### config.mk
export PLATFORM = sky130hd
export DESIGN_NAME = grid_port_arbiter_flat
export DESIGN_NICKNAME = d
export VERILOG_FILES = /design/src/rtl/grid_port_arbiter_if.sv /design/src/rtl/grid_port_arbiter.sv /design/src/flat_wrapper.sv
export SDC_FILE = /design/constraint.sdc
export NUM_CORES = 1
export LEC_CHECK = 0
export CORE_MARGIN = 4
export CORE_UTILIZATION = 29
export DETAILED_ROUTE_END_ITERATION = 7
export HOLD_SLACK_MARGIN = 0.02
export PLACE_DENSITY = 0.81
export SLEW_MARGIN = 20
export SYNTH_ARGS = -nofsm -noshare
export SYNTH_HDL_FRONTEND = slang
export SYNTH_SLANG_ARGS = --single-unit
### constraint.sdc
create_clock -name clk -period 3.05 [get_ports clk]
set_clock_uncertainty 0.15 [all_clocks]
set_input_delay 0.61 -clock clk [delete_from_list [all_inputs] [get_ports clk]]
set_output_delay 0.61 -clock clk [all_outputs]
set_load 0.005 [all_outputs]
### src/rtl/grid_port_arbiter_if.sv
// Requester-side and RAM-side signal bundle for grid_port_arbiter.
// The arbiter connects through the slave modport; the requesters and the
// RAM instance together form the master side.
interface grid_port_arbiter_if #(
    parameter int NREQ   = 2,
    parameter int ADDR_W = 32,
    parameter int DATA_W = 32
);
    logic [NREQ-1:0]        req;
    logic [NREQ-1:0]        lock;
    logic [NREQ-1:0]        we;
    logic [NREQ*ADDR_W-1:0] addr;
    logic [NREQ*DATA_W-1:0] wdata;
    logic [NREQ-1:0]        gnt;
    logic [NREQ-1:0]        rvalid;
    logic [DATA_W-1:0]      rdata;
    logic                   busy;
    logic                   mem_re;
    logic                   mem_we;
    logic [ADDR_W-1:0]      mem_addr;
    logic [DATA_W-1:0]      mem_din;
    logic [DATA_W-1:0]      mem_dout;

    modport slave (
        input  req, lock, we, addr, wdata, mem_dout,
        output gnt, rvalid, rdata, busy, mem_re, mem_we, mem_addr, mem_din
    );

    modport master (
        output req, lock, we, addr, wdata, mem_dout,
        input  gnt, rvalid, rdata, busy, mem_re, mem_we, mem_addr, mem_din
    );
endinterface

### src/rtl/grid_port_arbiter.sv
// Round-robin arbiter sharing one single-port placement RAM between NREQ
// requesters. A requester may hold a lock so that a read-check-write
// sequence on the grid is not interleaved with other requesters.
module grid_port_arbiter #(
    parameter int NREQ   = 2,
    parameter int ADDR_W = 32,
    parameter int DATA_W = 32
) (
    input  logic               clk,
    input  logic               rst,
    grid_port_arbiter_if.slave bus
);
    localparam int             PTR_W  = (NREQ > 1) ? $clog2(NREQ) : 1;
    localparam logic [PTR_W:0] NREQ_P = (PTR_W+1)'(NREQ);

    typedef enum logic [1:0] {
        IDLE  = 2'd0,
        ISSUE = 2'd1,
        RESP  = 2'd2
    } state_t;

    state_t            state_q;
    logic [PTR_W-1:0]  rr_ptr_q;
    logic [PTR_W-1:0]  win_q;
    logic [PTR_W-1:0]  owner_q;
    logic              owner_vld_q;
    logic [NREQ-1:0]   gnt_q;
    logic [NREQ-1:0]   rvalid_q;
    logic              mem_re_q;
    logic              mem_we_q;
    logic [ADDR_W-1:0] mem_addr_q;
    logic [DATA_W-1:0] mem_din_q;

    logic [NREQ-1:0]   eligible_d;
    logic              found_d;
    logic [PTR_W-1:0]  win_d;
    logic [PTR_W-1:0]  rr_ptr_d;
    logic [PTR_W:0]    scan_d;
    logic [PTR_W:0]    next_d;
    logic [ADDR_W-1:0] sel_addr_d;
    logic [DATA_W-1:0] sel_din_d;
    logic              sel_we_d;
    logic              sel_lock_d;

    // Pick the winner: first eligible requester scanning upward from rr_ptr, restricted to the owner while a lock is held.
    always_comb begin
        eligible_d = bus.req;
        if (owner_vld_q && bus.lock[owner_q]) begin
            eligible_d = bus.req & (NREQ'(1) << owner_q);
        end

        found_d = 1'b0;
        win_d   = '0;
        scan_d  = '0;
        for (int k = 0; k < NREQ; k++) begin
            scan_d = {1'b0, rr_ptr_q} + (PTR_W+1)'(k);
            if (scan_d >= NREQ_P) begin
                scan_d = scan_d - NREQ_P;
            end
            if (!found_d && eligible_d[scan_d[PTR_W-1:0]]) begin
                found_d = 1'b1;
                win_d   = scan_d[PTR_W-1:0];
            end
        end

        next_d = {1'b0, win_d} + (PTR_W+1)'(1);
        if (next_d >= NREQ_P) begin
            next_d = next_d - NREQ_P;
        end
        rr_ptr_d = next_d[PTR_W-1:0];

        sel_addr_d = '0;
        sel_din_d  = '0;
        sel_we_d   = 1'b0;
        sel_lock_d = 1'b0;
        for (int i = 0; i < NREQ; i++) begin
            if (PTR_W'(i) == win_d) begin
                sel_addr_d = bus.addr[i*ADDR_W +: ADDR_W];
                sel_din_d  = bus.wdata[i*DATA_W +: DATA_W];
                sel_we_d   = bus.we[i];
                sel_lock_d = bus.lock[i];
            end
        end
    end

    // Transaction FSM: grant and launch in IDLE, strobe for one cycle in ISSUE, report read data after RESP.
    always_ff @(posedge clk or posedge rst) begin
        if (rst) begin
            state_q     <= IDLE;
            rr_ptr_q    <= '0;
            win_q       <= '0;
            owner_q     <= '0;
            owner_vld_q <= 1'b0;
            gnt_q       <= '0;
            rvalid_q    <= '0;
            mem_re_q    <= 1'b0;
            mem_we_q    <= 1'b0;
            mem_addr_q  <= '0;
            mem_din_q   <= '0;
        end else begin
            gnt_q    <= '0;
            rvalid_q <= '0;
            case (state_q)
                IDLE: begin
                    if (owner_vld_q && !bus.lock[owner_q]) begin
                        owner_vld_q <= 1'b0;
                    end
                    if (found_d) begin
                        gnt_q       <= NREQ'(1) << win_d;
                        win_q       <= win_d;
                        rr_ptr_q    <= rr_ptr_d;
                        mem_addr_q  <= sel_addr_d;
                        mem_din_q   <= sel_din_d;
                        mem_we_q    <= sel_we_d;
                        mem_re_q    <= ~sel_we_d;
                        owner_q     <= win_d;
                        owner_vld_q <= sel_lock_d;
                        state_q     <= ISSUE;
                    end
                end
                ISSUE: begin
                    mem_re_q <= 1'b0;
                    mem_we_q <= 1'b0;
                    state_q  <= mem_re_q ? RESP : IDLE;
                end
                RESP: begin
                    rvalid_q <= NREQ'(1) << win_q;
                    state_q  <= IDLE;
                end
                default: begin
                    state_q <= IDLE;
                end
            endcase
        end
    end

    assign bus.gnt      = gnt_q;
    assign bus.rvalid   = rvalid_q;
    assign bus.rdata    = bus.mem_dout;
    assign bus.busy     = (state_q != IDLE);
    assign bus.mem_re   = mem_re_q;
    assign bus.mem_we   = mem_we_q;
    assign bus.mem_addr = mem_addr_q;
    assign bus.mem_din  = mem_din_q;
endmodule

### src/flat_wrapper.sv
// flat-port wrapper written by rule: the top's interface ports become plain ports
module grid_port_arbiter_flat 
#(
    parameter int NREQ   = 2,
    parameter int ADDR_W = 32,
    parameter int DATA_W = 32
)
  (clk, rst, bus_req, bus_lock, bus_we, bus_addr, bus_wdata, bus_mem_dout, bus_gnt, bus_rvalid, bus_rdata, bus_busy, bus_mem_re, bus_mem_we, bus_mem_addr, bus_mem_din);
  grid_port_arbiter_if #(.NREQ(NREQ), .ADDR_W(ADDR_W), .DATA_W(DATA_W)) bus_i ();
  input  logic clk;
  input  logic rst;
  input wire logic [$bits(bus_i.req)-1:0] bus_req;
  input wire logic [$bits(bus_i.lock)-1:0] bus_lock;
  input wire logic [$bits(bus_i.we)-1:0] bus_we;
  input wire logic [$bits(bus_i.addr)-1:0] bus_addr;
  input wire logic [$bits(bus_i.wdata)-1:0] bus_wdata;
  input wire logic [$bits(bus_i.mem_dout)-1:0] bus_mem_dout;
  output wire logic [$bits(bus_i.gnt)-1:0] bus_gnt;
  output wire logic [$bits(bus_i.rvalid)-1:0] bus_rvalid;
  output wire logic [$bits(bus_i.rdata)-1:0] bus_rdata;
  output wire logic [$bits(bus_i.busy)-1:0] bus_busy;
  output wire logic [$bits(bus_i.mem_re)-1:0] bus_mem_re;
  output wire logic [$bits(bus_i.mem_we)-1:0] bus_mem_we;
  output wire logic [$bits(bus_i.mem_addr)-1:0] bus_mem_addr;
  output wire logic [$bits(bus_i.mem_din)-1:0] bus_mem_din;
  assign bus_i.req = bus_req;
  assign bus_i.lock = bus_lock;
  assign bus_i.we = bus_we;
  assign bus_i.addr = bus_addr;
  assign bus_i.wdata = bus_wdata;
  assign bus_i.mem_dout = bus_mem_dout;
  assign bus_gnt = bus_i.gnt;
  assign bus_rvalid = bus_i.rvalid;
  assign bus_rdata = bus_i.rdata;
  assign bus_busy = bus_i.busy;
  assign bus_mem_re = bus_i.mem_re;
  assign bus_mem_we = bus_i.mem_we;
  assign bus_mem_addr = bus_i.mem_addr;
  assign bus_mem_din = bus_i.mem_din;
  grid_port_arbiter #(.NREQ(NREQ), .ADDR_W(ADDR_W), .DATA_W(DATA_W)) u_core (.clk(clk), .rst(rst), .bus(bus_i));
endmodule
# == Word-level counts from Yosys, hierarchy flattened ==
# Index checks and enable logic that the tools add are counted.
# word_totals
ramBits,0
reg_bits,75
mem_count,0
mem_bits_ro,0
latchBits,0
in_bits,168
wordCells,70
# classes
mux,30
n_mul,0
order_cmp,6
bitwise,2
div_mod_pow,0
add_sub_neg,5
n_shift,2
n_reduce_logical,12
eq_ne,3
# ops
op,count
$mux 32,2
$mux 1,19
$mux 2,6
$lt 1x2->1 const B,3
$reduce_and 2->1,3
$reduce_bool 2->1,3
$add 1x1->2 const B,2
$ge 2x2->1 const B,2
$pmux 1 s2,2
$pmux 2 s2,1
$shl 1x1->2 const A,2
$logic_and 1x1->1,3
$sub 1x1->1 const B,3
$and 2x2->2,1
$eq 2x1->1 const B,1
$eq 2x2->1 const B,1
$ge 1x2->1 const B,1
$logic_not 1->1,2
$logic_not 2->1,1
$ne 2x1->1 const B,1
$not 1->1,1

# == Longest topological paths before layout ==
# depth
ltp_word,14
depth_mapped,6

# == Least setup slack after synthesis ==
# Ideal clock, no wire load.
# synth_path
path_kind,input to register
startpoint,input bus_lock[1]
endpoint,"register u_core.mem_addr_q[0], in the netlist u_core.bus.mem_addr[0]"
n_path_buf,2
path_stages,6
slack_ps,1114
setup_time_ps,118
arrival_time_ps,1668
t_required_ps,2782
cell_sequence,and3_1 o2111a_1 buf_6 buf_6 a22o_1 a21o_1
# synth_via
elab_chain_cells,11
elab_cells_between_ends,16
classes_between,mux: 12; reduce/logical: 4
# synth_rtl
item,line,rtl
start: declaration,flat_wrapper.sv:13,input wire logic [$bits(bus_i.lock)-1:0] bus_lock;
$mux 1 (not written as such) (*) (2 in series),grid_port_arbiter.sv:48,if (owner_vld_q && bus.lock[owner_q]) begin
$logic_and 1x1->1 (*),grid_port_arbiter.sv:48,
$mux 2 (*),grid_port_arbiter.sv:48,
$mux 1 (not written as such) (2 in series),grid_port_arbiter.sv:60,if (!found_d && eligible_d[scan_d[PTR_W-1:0]]) begin
$mux 1,grid_port_arbiter.sv:60,
$logic_not 1->1,grid_port_arbiter.sv:60,
$logic_and 1x1->1,grid_port_arbiter.sv:60,
$mux 1,grid_port_arbiter.sv:60,
$mux 32 or $reduce_and 2->1 (tied branches),-,
end signal: assignment,grid_port_arbiter.sv:112,mem_addr_q <= sel_addr_d;
end: declaration,grid_port_arbiter.sv:31,logic [ADDR_W-1:0] mem_addr_q;
# Every way passes the cells marked *; elsewhere a longest branch is shown, timed or not. The select of a mux whose other input is x is not followed.
# A chain may end at the register's enable or synchronous reset.

# == Final worst setup path ==
# layout_path
startpoint,register u_core.state_q[0]
endpoint,output bus_busy
# layout_via
elab_chain_cells,1
# layout_rtl
item,line,rtl
start: declaration,grid_port_arbiter.sv:22,state_t state_q;
start signal: assignment,grid_port_arbiter.sv:124,state_q <= mem_re_q ? RESP : IDLE;
$reduce_bool 2->1,grid_port_arbiter.sv:140,assign bus.busy = (state_q != IDLE);
end: declaration,flat_wrapper.sv:21,output wire logic [$bits(bus_i.busy)-1:0] bus_busy;
# Every way passes these cells.

==> flow_summary.json <==
{
  "initial_core_util_pct": 30.1,
  "reg2regPathDepth": 5,
  "yosysWarningCount": 0,
  "fin_nets": 625,
  "hold_class": "flip-flop to flip-flop",
  "startpoint_type": "flip-flop",
  "whs_path_depth": 2,
  "vias": 3075,
  "num_antenna_cells": 0,
  "ant_nets": 0,
  "leakagePower_nw": 2.87,
  "cts_tree": "yes",
  "ir_drop_uv": 413,
  "synth_edf_count": 0,
  "drive_above_1_share_pct": 6.28,
  "grt_overflow": 0,
  "fmax_mhz": 415,
  "fp.dieW_um": 118,
  "syn-num-nets": 455,
  "worst_pin_slew_ns": 0.653,
  "area_growth_syn_to_layout_pct": 65.6,
  "hold_start": "u_core.bus.mem_re$_DFFE_PP0P_",
  "first_pass_iters": 4,
  "core-area_um2": 11700,
  "grt_pass1_vias": 3534,
  "regToRegStartpoint": "u_core.state_q[0]$_DFFE_PP0P_",
  "critical_path.max_fanout": 5,
  "synth.distinct_cells": 24,
  "worst_ep_arrival_time_ns": 1.65,
  "post_cts_buffers": 0,
  "avgSynthCellArea_um2": 12.3,
  "final_cell_mix": "206 x clkdlybuf4s50_1, 75 x dfrtp_1, 67 x a21o_1",
  "io_buffers": 206,
  "critPathCaptureType": "output pin",
  "dp_hpwl_mm": 8.57,
  "cap_violations": 0,
  "cts_max_path_buffers": 2,
  "synthAdderAreaFrac_pct": 0,
  "holdPathEnd": "u_core.state_q[1]$_DFFE_PP0P_",
  "synth_mux_area_share_pct": 0.890,
  "routed_via_density": 5.08,
  "final_common_cell": "clkdlybuf4s50_1",
  "synth_xor_area_share_pct": 0,
  "tns_ns": 0,
  "drc_errors": 0,
  "finalWirelength_mm": 11.5,
  "setup-violations-final": 0,
  "ys_seq_area_share_pct": 53.4,
  "cts_buffers": 9,
  "avgRoutedWirePerCell_um": 19.0,
  "grt_pass1_wl_mm": 18.4,
  "reg2reg_to": "u_core.bus.mem_din[31]$_DFFE_PP0P_",
  "clk_pin_slew_ns": 0.06,
  "gp_congestion": 0.771,
  "max-slew-margin-rel_pct": 56.4,
  "maxSlewViolCount": 0,
  "post-route-period-util_pct": 79.0,
  "hold_buffers": 0,
  "postSynthCellCount": 287,
  "async_flop_share_pct": 100,
  "dp_slack_ns": 0.328,
  "cts_resized": 0,
  "grt_use_total_pct": 16.4,
  "cts_max_level": 3,
  "fin_ws_ns": 0.642,
  "outcome": "completed",
  "synth_top_family_by_area": "compound AO/OA/AOI/OAI gates",
  "regToRegSetupSlack_ns": 0.81,
  "clk_latency_ns": 0.33,
  "fin_crit_ns": 2.41,
  "power_density_nw_per_um2": 956,
  "fillerInstances": 1029,
  "rsz0062_at_grt": "no",
  "cts_sinks": 75,
  "die-area_um2": 13900,
  "rows": 39,
  "path_class": "flip-flop to output pin",
  "grt_max_degree": 43,
  "required_ns": 2.29,
  "netlist_area_um2": 3520,
  "final-hold-violation-count": 0,
  "antenna_found_initial": 0,
  "synthFlopType": "dfrtp_1",
  "synth_compound_area_share_pct": 31.7,
  "synth_seq_cells": 75,
  "die_y_um": 118,
  "drtIter0Drc": 58,
  "pin_count": 271,
  "cts_root_buf": "clkbuf_16",
  "synth-simple-area-share_pct": 2.95
}
## cell families (layout without fill, tap and decap cells)
group	Yosys count	in the layout
buffers and inverters	57	232
DFF	75	75
AOI/OAI and AO/OA	137	137
and+or+nand+nor	15	15
muxes	3	3
## critical path: stages (launching register included)
cell and delay [ns]:
dfrtp_1 0.44, nor2_1 0.33, inv_1 0.08, clkdlybuf4s50_1 0.47
## routing by layer
| layer | routed length (um) | track usage [%] | share of wire [%] | vias up |
|---|---|---|---|---|
| met5 | 0 | 0 | 0 | - |
| met4 | 272 | 6.81 | 2.4 | 0 |
| met3 | 1120 | 6.15 | 9.8 | 24 |
| met2 | 6090 | 30.7 | 53 | 191 |
| met1 | 3990 | 16.3 | 35 | 1484 |
| li1 | - | - | - | 1376 |
## where the power goes
part / internal, mW / leakage (nW) / switching [mW]
logic: 1.61 / 1.76 / 0.994
registers: 1.46 / 0.941 / 0.290
clock network: 0.797 / 0.165 / 0.419
total: 3.87 / 2.87 / 1.70
## state kept, by name, indices dropped and copies added, names as in the netlist
signal,flops
u_core.bus.gnt,2
u_core.bus.mem_we,1
u_core.bus.rvalid,2
u_core.bus.mem_addr,32
u_core.state_q,2
u_core.owner_vld_q,1
u_core.win_q,1
u_core.bus.mem_re,1
u_core.rr_ptr_q,1
u_core.bus.mem_din,32
## metrics by stage
| stage | util (%) | power, mW | area (um^2) | std cells | hold slack (ns) |
|---|---|---|---|---|---|
| floorplan | - | 3.07 | 3520 | 287 | 0.314 |
| global placement | 47.0 | 4.29 | 5480 | 589 | 0.357 |
| detailed placement | 47.0 | 4.38 | 5480 | 589 | 0.356 |
| CTS | 49.9 | 5.65 | 5820 | 605 | 0.365 |
| global route | 49.9 | 5.93 | 5820 | 605 | 0.387 |
| finish | 49.9 | 5.57 | 5820 | 605 | 0.362 |
## cell usage after synthesis (all sizes together), types with 2 or more instances
master	count	area, um^2
nand3	3	15.0
dfrtp	75	1880
nor3b	2	20.0
and3	2	12.5
inv	4	15.0
a21o	67	503
nand2b	2	12.5
mux2i	2	20.0
a22o	64	561
o21ai	2	10.0
nand2	2	7.51
nor2	2	7.51
buf	51	367
clkbuf	2	7.51
## worst max path at each step
stage / startpoint / endpoint / slack, ns
after CTS: u_core.state_q[0]$_DFFE_PP0P_ / bus_busy / 0.61
final: u_core.state_q[0]$_DFFE_PP0P_ / bus_busy / 0.64
after global placement: bus_lock[1] / u_core.bus.mem_addr[0]$_DFFE_PP0P_ / 0.38
after global routing: u_core.state_q[0]$_DFFE_PP0P_ / bus_busy / 0.55
after detailed placement: bus_lock[1] / u_core.bus.mem_din[8]$_DFFE_PP0P_ / 0.33
after floorplan: rst / u_core.bus.gnt[0]$_DFF_PP0_ / 0.38
## area by class of cell
cell class | instances | area, um^2 | share of cell area, %
repair buffers | 212 | 2130 | 36.6
flip-flops and latches | 75 | 1880 | 32.2
multi-input cells | 155 | 1280 | 21.9
clock buffers | 9 | 225 | 3.87
well taps | 143 | 179 | 3.07
clock inverters | 7 | 116 | 2.00
inverters | 4 | 16.3 | 0.279
No activity file was read; power rests on OpenSTA's default activity.
